File: src/rtl/sr_btn_conditioner.sv
// ============================================================================
// sr_btn_conditioner
//
// Turns two raw, bouncy push buttons (set, clear) into clean one-cycle s / r
// command pulses for a downstream SR flip-flop stage.
//
// Per channel: input register(s) -> stability-counter debounce -> rising
// commit sets a pending request flag. A small arbiter FSM (IDLE, PULSE,
// LOCKOUT) turns pending requests into pulses. Clear wins over set. s and r
// are never high together, and every pulse is followed by LOCKOUT_CYCLES
// forced idle cycles.
//
// Parameters:
//   DEBOUNCE_CYCLES  cycles a new synchronised level must persist (>= 1)
//   LOCKOUT_CYCLES   idle cycles forced after every pulse (>= 1)
//
// Ports:
//   clk      in   rising-edge clock
//   reset    in   synchronous, active-high reset
//   set_btn  in   raw set button (asynchronous, may bounce)
//   clr_btn  in   raw clear button (asynchronous, may bounce)
//   s        out  registered one-cycle set command
//   r        out  registered one-cycle reset command
//   busy     out  registered, high whenever the arbiter is not in IDLE
//
// Build option:
//   SR_BTN_SYNC2_EN  when defined, each button passes through a 2-flop
//                    synchroniser instead of a single input register; this
//                    adds one cycle of latency to every path.
//
// Handshake: there is none; s / r are fire-and-forget strobes, each exactly
// one cycle wide, sampled by the downstream stage on the next rising edge.
// ============================================================================
module sr_btn_conditioner #(
    parameter int DEBOUNCE_CYCLES = 4,
    parameter int LOCKOUT_CYCLES  = 2
) (
    input  logic clk,
    input  logic reset,
    input  logic set_btn,
    input  logic clr_btn,
    output logic s,
    output logic r,
    output logic busy
);

    localparam int CW = $clog2(DEBOUNCE_CYCLES + 1);
    // The lockout counter only ever holds LOCKOUT_CYCLES-1 down to 0.
    localparam int LW = (LOCKOUT_CYCLES > 1) ? $clog2(LOCKOUT_CYCLES) : 1;

    localparam logic [CW-1:0] CNT_MAX   = CW'(DEBOUNCE_CYCLES - 1);
    localparam logic [LW-1:0] LOCK_LOAD = LW'(LOCKOUT_CYCLES - 1);

    // Channel 0 = set, channel 1 = clear.
    logic [1:0] raw_btn;
    logic [1:0] btn_sync;
    logic [1:0] rise;

    assign raw_btn = {clr_btn, set_btn};

    // ------------------------------------------------------------------
    // Input stage
    // ------------------------------------------------------------------
`ifdef SR_BTN_SYNC2_EN
    logic [1:0] btn_meta;

    always_ff @(posedge clk) begin
        if (reset) begin
            btn_meta <= '0;
            btn_sync <= '0;
        end else begin
            btn_meta <= raw_btn;
            btn_sync <= btn_meta;
        end
    end
`else
    always_ff @(posedge clk) begin
        if (reset) begin
            btn_sync <= '0;
        end else begin
            btn_sync <= raw_btn;
        end
    end
`endif

    // ------------------------------------------------------------------
    // Debounce: a level different from the stable one must be seen for
    // DEBOUNCE_CYCLES consecutive cycles before it is committed. Any cycle
    // that agrees with the stable level restarts the count.
    // ------------------------------------------------------------------
    for (genvar g = 0; g < 2; g++) begin : g_db
        logic          stb;
        logic [CW-1:0] cnt;
        logic          commit;

        assign commit  = (btn_sync[g] != stb) && (cnt == CNT_MAX);
        // Only 0->1 commits become requests; releases are silent.
        assign rise[g] = commit && btn_sync[g];

        always_ff @(posedge clk) begin
            if (reset) begin
                stb <= 1'b0;
                cnt <= '0;
            end else if (btn_sync[g] == stb) begin
                cnt <= '0;
            end else if (commit) begin
                stb <= btn_sync[g];
                cnt <= '0;
            end else begin
                cnt <= cnt + CW'(1);
            end
        end
    end

    // ------------------------------------------------------------------
    // Pending request flags. A fresh rise on the same edge the arbiter
    // consumes the old request keeps the flag set, so it is not lost.
    // ------------------------------------------------------------------
    logic pend_set;
    logic pend_clr;
    logic take_set;
    logic take_clr;

    always_ff @(posedge clk) begin
        if (reset) begin
            pend_set <= 1'b0;
            pend_clr <= 1'b0;
        end else begin
            pend_set <= (pend_set && !take_set) || rise[0];
            pend_clr <= (pend_clr && !take_clr) || rise[1];
        end
    end

    // ------------------------------------------------------------------
    // Arbiter FSM
    // ------------------------------------------------------------------
    typedef enum logic [1:0] {
        ST_IDLE    = 2'd0,
        ST_PULSE   = 2'd1,
        ST_LOCKOUT = 2'd2
    } state_t;

    state_t        state;
    state_t        state_nx;
    logic          s_nx;
    logic          r_nx;
    logic [LW-1:0] lock_cnt;
    logic [LW-1:0] lock_nx;

    always_comb begin
        state_nx = state;
        s_nx     = 1'b0;
        r_nx     = 1'b0;
        take_set = 1'b0;
        take_clr = 1'b0;
        lock_nx  = lock_cnt;
        case (state)
            ST_IDLE: begin
                if (pend_clr) begin
                    r_nx     = 1'b1;
                    take_clr = 1'b1;
                    state_nx = ST_PULSE;
                end else if (pend_set) begin
                    s_nx     = 1'b1;
                    take_set = 1'b1;
                    state_nx = ST_PULSE;
                end
            end
            ST_PULSE: begin
                lock_nx  = LOCK_LOAD;
                state_nx = ST_LOCKOUT;
            end
            ST_LOCKOUT: begin
                if (lock_cnt == '0) begin
                    state_nx = ST_IDLE;
                end else begin
                    lock_nx = lock_cnt - LW'(1);
                end
            end
            default: begin
                state_nx = ST_IDLE;
            end
        endcase
    end

    // busy is registered from the next state so it rises together with s/r.
    always_ff @(posedge clk) begin
        if (reset) begin
            state    <= ST_IDLE;
            lock_cnt <= '0;
            s        <= 1'b0;
            r        <= 1'b0;
            busy     <= 1'b0;
        end else begin
            state    <= state_nx;
            lock_cnt <= lock_nx;
            s        <= s_nx;
            r        <= r_nx;
            busy     <= (state_nx != ST_IDLE);
        end
    end

endmodule

File: config.mk
export PLATFORM = sky130hd
export DESIGN_NAME = sr_btn_conditioner
export DESIGN_NICKNAME = d
export VERILOG_FILES = /design/src/rtl/sr_btn_conditioner.sv
export SDC_FILE = /design/constraint.sdc
export NUM_CORES = 1
export LEC_CHECK = 0
export ABC_AREA = 1
export BUFFER_PORTS_ARGS = -buffer_cell sky130_fd_sc_hd__buf_2
export CAP_MARGIN = 30
export CORE_MARGIN = 3
export CORE_UTILIZATION = 58
export DETAILED_ROUTE_END_ITERATION = 10
export PLACE_DENSITY = 0.79
export SLEW_MARGIN = 10
export SYNTH_ARGS = -nofsm -noshare
export SYNTH_HDL_FRONTEND = slang
export SYNTH_SLANG_ARGS = --single-unit
File: constraint.sdc
create_clock -name clk -period 3.3 [get_ports clk]
set_clock_uncertainty 0.05 [all_clocks]
set_input_delay 0.33 -clock clk [delete_from_list [all_inputs] [get_ports clk]]
set_output_delay 0.33 -clock clk [all_outputs]
set_load 0.03 [all_outputs]
# After elaboration in Yosys (flattened, before gate mapping)
# Cells that the tools add are included.
[word_totals]
reg_bits = 18
output_inout_bits = 3
inputBits = 4
[op_classes]
n_addsub = 3
n_bitwise = 2
eq_ne = 8
n_mux = 11
reduce_logical = 17
[op_table]
columns = ["operator", "n"]
rows = [
  ["adder 3 x 1 -> 3 bit, second input constant", 2],
  ["equality test 3 x 2 -> 1 bit, second input constant", 2],
  ["logical AND 1 bit", 6],
  ["2-to-1 mux 1 bit", 6],
  ["2-to-1 mux 2 bit", 3],
  ["one-hot mux 2 bit (3 select lines)", 1],
  ["OR reduction 3 bit", 2],
  ["AND reduction 2 bit", 2],
  ["nonzero test 2 bit", 2],
  ["equality test 1 bit", 2],
  ["equality test 2 x 1 -> 1 bit, second input constant", 1],
  ["equality test 2 bit, second input constant", 1],
  ["logical NOT 1 bit", 2],
  ["logical NOT 2 bit", 1],
  ["logical OR 1 bit", 2],
  ["inequality test 1 bit", 2],
  ["inverter 1 bit", 2],
  ["one-hot mux 1 bit (2 select lines)", 1],
  ["subtractor 1 bit, second input constant", 1],
]

# Longest topological paths before layout
[logic_depth]
word_depth = 6
mapped_depth = 8
ltp_nobuf = 8

# Worst setup path after synthesis
# No wires, ideal clock.
[synth_timing]
path_kind = "register to register"
start = "reg state[1]"
end = "reg lock_cnt"
arrival_ns = 0.923
stages_incl_launch_ff = 5
synth_period_minus_slack_ns = 1.092
setup_ns = 0.119
n_path_buf = 0
required_time_ns = 3.131
slack_ns = 2.208
cell_sequence = "dfxtp_1 > inv_1 > ha_1 > o21ai_0 > a21oi_1"
[synth_via]
elab_chain_cells = 2
[synth_rtl]
columns = ["item", "line_no", "text"]
rows = [
  ["from (decl)", "143", "state_t state;"],
  ["from (signal assigned)", "195", "state <= state_nx;"],
  ["equality test 2 bit or equality test 2 x 1 -> 1 bit (tied branches)", "157", "case (state)"],
  ["one-hot mux 1 bit (2 select lines) or nonzero test 2 bit (tied branches)", "--", ""],
  ["to (signal assigned)", "196", "lock_cnt <= lock_nx;"],
  ["to (decl)", "147", "logic [LW-1:0] lock_cnt;"],
]
# Several ways; a longest one is shown, not always the timed one.
# A chain may end at the register's enable or synchronous reset.

# Worst setup path in the final report
[layout_timing]
start = "reg state[1]"
end = "reg busy"
[layout_via]
elab_chain_cells = 4
[layout_rtl]
columns = ["item", "line_no", "text"]
rows = [
  ["2-to-1 mux 2 bit", "163", "end else if (pend_set) begin"],
  ["2-to-1 mux 2 bit", "159", "if (pend_clr) begin"],
  ["one-hot mux 2 bit (3 select lines) (*)", "157", ""],
  ["nonzero test 2 bit (*)", "199", "busy <= (state_nx != ST_IDLE);"],
  ["to (signal assigned)", "199", ""],
  ["to (decl)", "44", "output logic busy"],
]
# Every way passes the cells marked *; elsewhere a longest branch is shown, timed or not.

==> flow_metrics.env <==
export IMPL_max_cap_violations=0
export IMPL_mostFrequentLayoutCells="dfxtp_1 (18), inv_1 (17), nor2_1 (11)"
export IMPL_clock_latency_ps=290
export IMPL_cp_depth=6
export IMPL_critPathMaxStageDelay_ps=450
export IMPL_slew_headroom_pct=85.8
export IMPL_min_period_ps=1220
export IMPL_grt_max_degree=11
export IMPL_fmaxAchievable_ghz=0.822
export IMPL_port_buffers=6
export IMPL_synth_nets=101
export IMPL_drcViolationCount=0
export IMPL_cts_tree="yes"
export IMPL_period_share_pct=36.9
export IMPL_drive_gt1_share_pct=11.5
export IMPL_crit_slowest_cell="dfxtp_1"
export IMPL_cts_sinks=18
export IMPL_fp_coreArea_mm2=0.00116
export IMPL_hold_viol_final=0
export IMPL_rr_worst_depth=6
export IMPL_worstPathRequired_ps=3450
export IMPL_ctsResizeCount=0
export IMPL_rsz0062_at_grt="no"
export IMPL_crit_chain="inv_1 > ha_1 > o21ai_0 > nand2_1 > nand3_1 > nand2_1"
export IMPL_std_cell_rows=12
export IMPL_dp_worst_setup_slack_ps=2100
export IMPL_setup_ws_ps=2080
export IMPL_root_buffer="clkbuf_4"
export IMPL_vdd_drop_max_v=0.000321
export IMPL_crit_end="busy"
export IMPL_synth_seq_cells=18
export IMPL_cts_buffers=3
export IMPL_routed_via_count=540
export IMPL_initial_utilization_pct=65.0
export IMPL_htree_levels=1
export IMPL_slew_viol_final=0
export IMPL_drt_iter0_drc=6
export IMPL_die_y_um=42.0
export IMPL_hpwl_um=831
export IMPL_setup_tns_ps=0
export IMPL_startpoint="state[1]"
export IMPL_path_clk_slew_ps=100
export IMPL_synth_cell_type_count=13
export IMPL_netlist_instances=87
export IMPL_p_leak_nw=0.417
export IMPL_final_antenna_net_count=0
export IMPL_vias_per_cell=4.91
export IMPL_wl_um=1040
export IMPL_crit_family="flip-flops"
export IMPL_outcome="complete, no violations"
export IMPL_fillers=93
export IMPL_die_x_um=42.0
export IMPL_antenna_cells=0
export IMPL_tightestPinTransition_ps=213
export IMPL_gp_congestion=0.778
export IMPL_syn2layout_area_growth_pct=9.65
export IMPL_critPathLaunchType="flip-flop"
export IMPL_p_per_area_mw_per_mm2=441
export IMPL_antenna_found_initial=0
export IMPL_hold_path_class="input pin to flip-flop"
export IMPL_mostFrequentLayoutCell="dfxtp_1"
export IMPL_r2r_start="state[1]"
export IMPL_ys_seq_area_share_pct=47.9
export IMPL_track_usage_pct=14.1
export IMPL_worstReg2RegEnd="busy"
export IMPL_critPathKind="flip-flop to flip-flop"
export IMPL_grt_pass1_wl_um=1840
export IMPL_yosysWarnings=0
export IMPL_rrSetupSlack_ps=2080
export IMPL_clockBufferDepth=2
export IMPL_die_area_mm2=0.00176
export IMPL_worstSetupEndpointType="flip-flop"
export IMPL_path_common_cell="nand2_1"
export IMPL_crit_buf_inv=1
export IMPL_boundaryPins=7
export IMPL_globalRoute_totalOverflow=0
export IMPL_drt_first_pass_iters=4
export IMPL_cts_setup_buffers=0
export IMPL_syn_area_um2=752
export IMPL_crit_fanout=6
export IMPL_avgRoutedWirePerCell_um=9.47
export IMPL_final_nets=111
export IMPL_cts_hold_buf=0
export IMPL_grt_pass1_vias=467
export IMPL_worstPathArrival_ps=1370
export IMPL_synth_avg_cell_area_um2=8.64
export IMPL_setup_viol=0
synthesized netlist by cell type:
| master | count | area share, % |
|---|---|---|
| o21ai_0 | 4 | 2.7 |
| nand4_1 | 1 | 0.83 |
| xor2_1 | 2 | 2.3 |
| nor2_1 | 11 | 5.5 |
| a21oi_1 | 3 | 2.0 |
| inv_4 | 1 | 0.83 |
| dfxtp_1 | 18 | 48 |
| ha_1 | 10 | 17 |
| nand3_1 | 8 | 5.3 |
| nand3b_1 | 1 | 1.0 |
| inv_1 | 17 | 8.5 |
| buf_6 | 1 | 1.5 |
| nand2_1 | 10 | 5.0 |
logic make-up (layout without fill, tap and decap cells):
kind of cell,count (synthesis),count (layout),synth area share (%)
buf+inv,19,28,10.8
compound gates,7,7,4.66
xor+xnor,2,2,2.33
simple gates,31,31,17.6
fa+ha+maj,10,10,16.6
flops,18,18,47.9
registers in the layout (all words and copies together) (netlist names):
register	cells
g_db.cnt	6
btn_sync	2
g_db.stb	2
state	2
busy	1
lock_cnt	1
pend_clr	1
pend_set	1
r	1
s	1
worst min path at each step:
stage	start	to	cells after the start
floorplan	g_db[0].cnt[0]	g_db[0].cnt[0]	1
global placement	g_db[1].cnt[0]	g_db[1].cnt[0]	1
CTS	clr_btn	btn_sync[1]	3
detailed placement	g_db[1].cnt[0]	g_db[1].cnt[0]	1
global route	clr_btn	btn_sync[1]	3
finish	clr_btn	btn_sync[1]	3
per-layer routing:
| layer | global-route usage [%] | up-vias | wire [um] |
|---|---|---|---|
| met5 | 0 | - | 0 |
| met4 | 9.62 | 0 | 34 |
| met3 | 5.15 | 5 | 42 |
| met2 | 20.7 | 9 | 457 |
| met1 | 17.0 | 233 | 508 |
| li1 | - | 293 | - |
metrics by stage:
stage                     std cells  power [mW]  instance area (um^2)  util, %  hold WS [ps]
final                           110       0.364                   825     71.3           183
after global routing            110       0.380                   825     71.3           169
after CTS                       110       0.369                   825     71.3           177
after detailed placement        106       0.237                   788     68.2           367
after floorplan                  87       0.234                   752        -           349
after global placement          106       0.236                   788     68.2           360
power breakdown:
group	total, mW	switching, mW	internal (mW)
clock network	0.133	0.0654	0.0673
logic	0.00984	0.00604	0.00379
registers	0.221	0.00167	0.220
total	0.364	0.0731	0.291
cell type report:
type | count | area, um^2 | area share (%)
clock buffers | 4 | 36.3 | 4.40
well taps | 14 | 17.5 | 2.12
repair buffers | 6 | 30.0 | 3.64
multi-input cells | 50 | 310 | 37.6
inverters | 18 | 70.1 | 8.50
flip-flops and latches | 18 | 360 | 43.7
worst register-to-register path: cells and delay by family (launching register included):
| family | cells | cell delay, ps |
|---|---|---|
| AO/OA/AOI/OAI | 1 | 80 |
| AND/OR/NAND/NOR | 3 | 220 |
| adder cells (fa/ha/maj) | 1 | 220 |
| flip-flops | 1 | 450 |
| buffers and inverters | 1 | 120 |
Power figures use the tool's default switching activity.
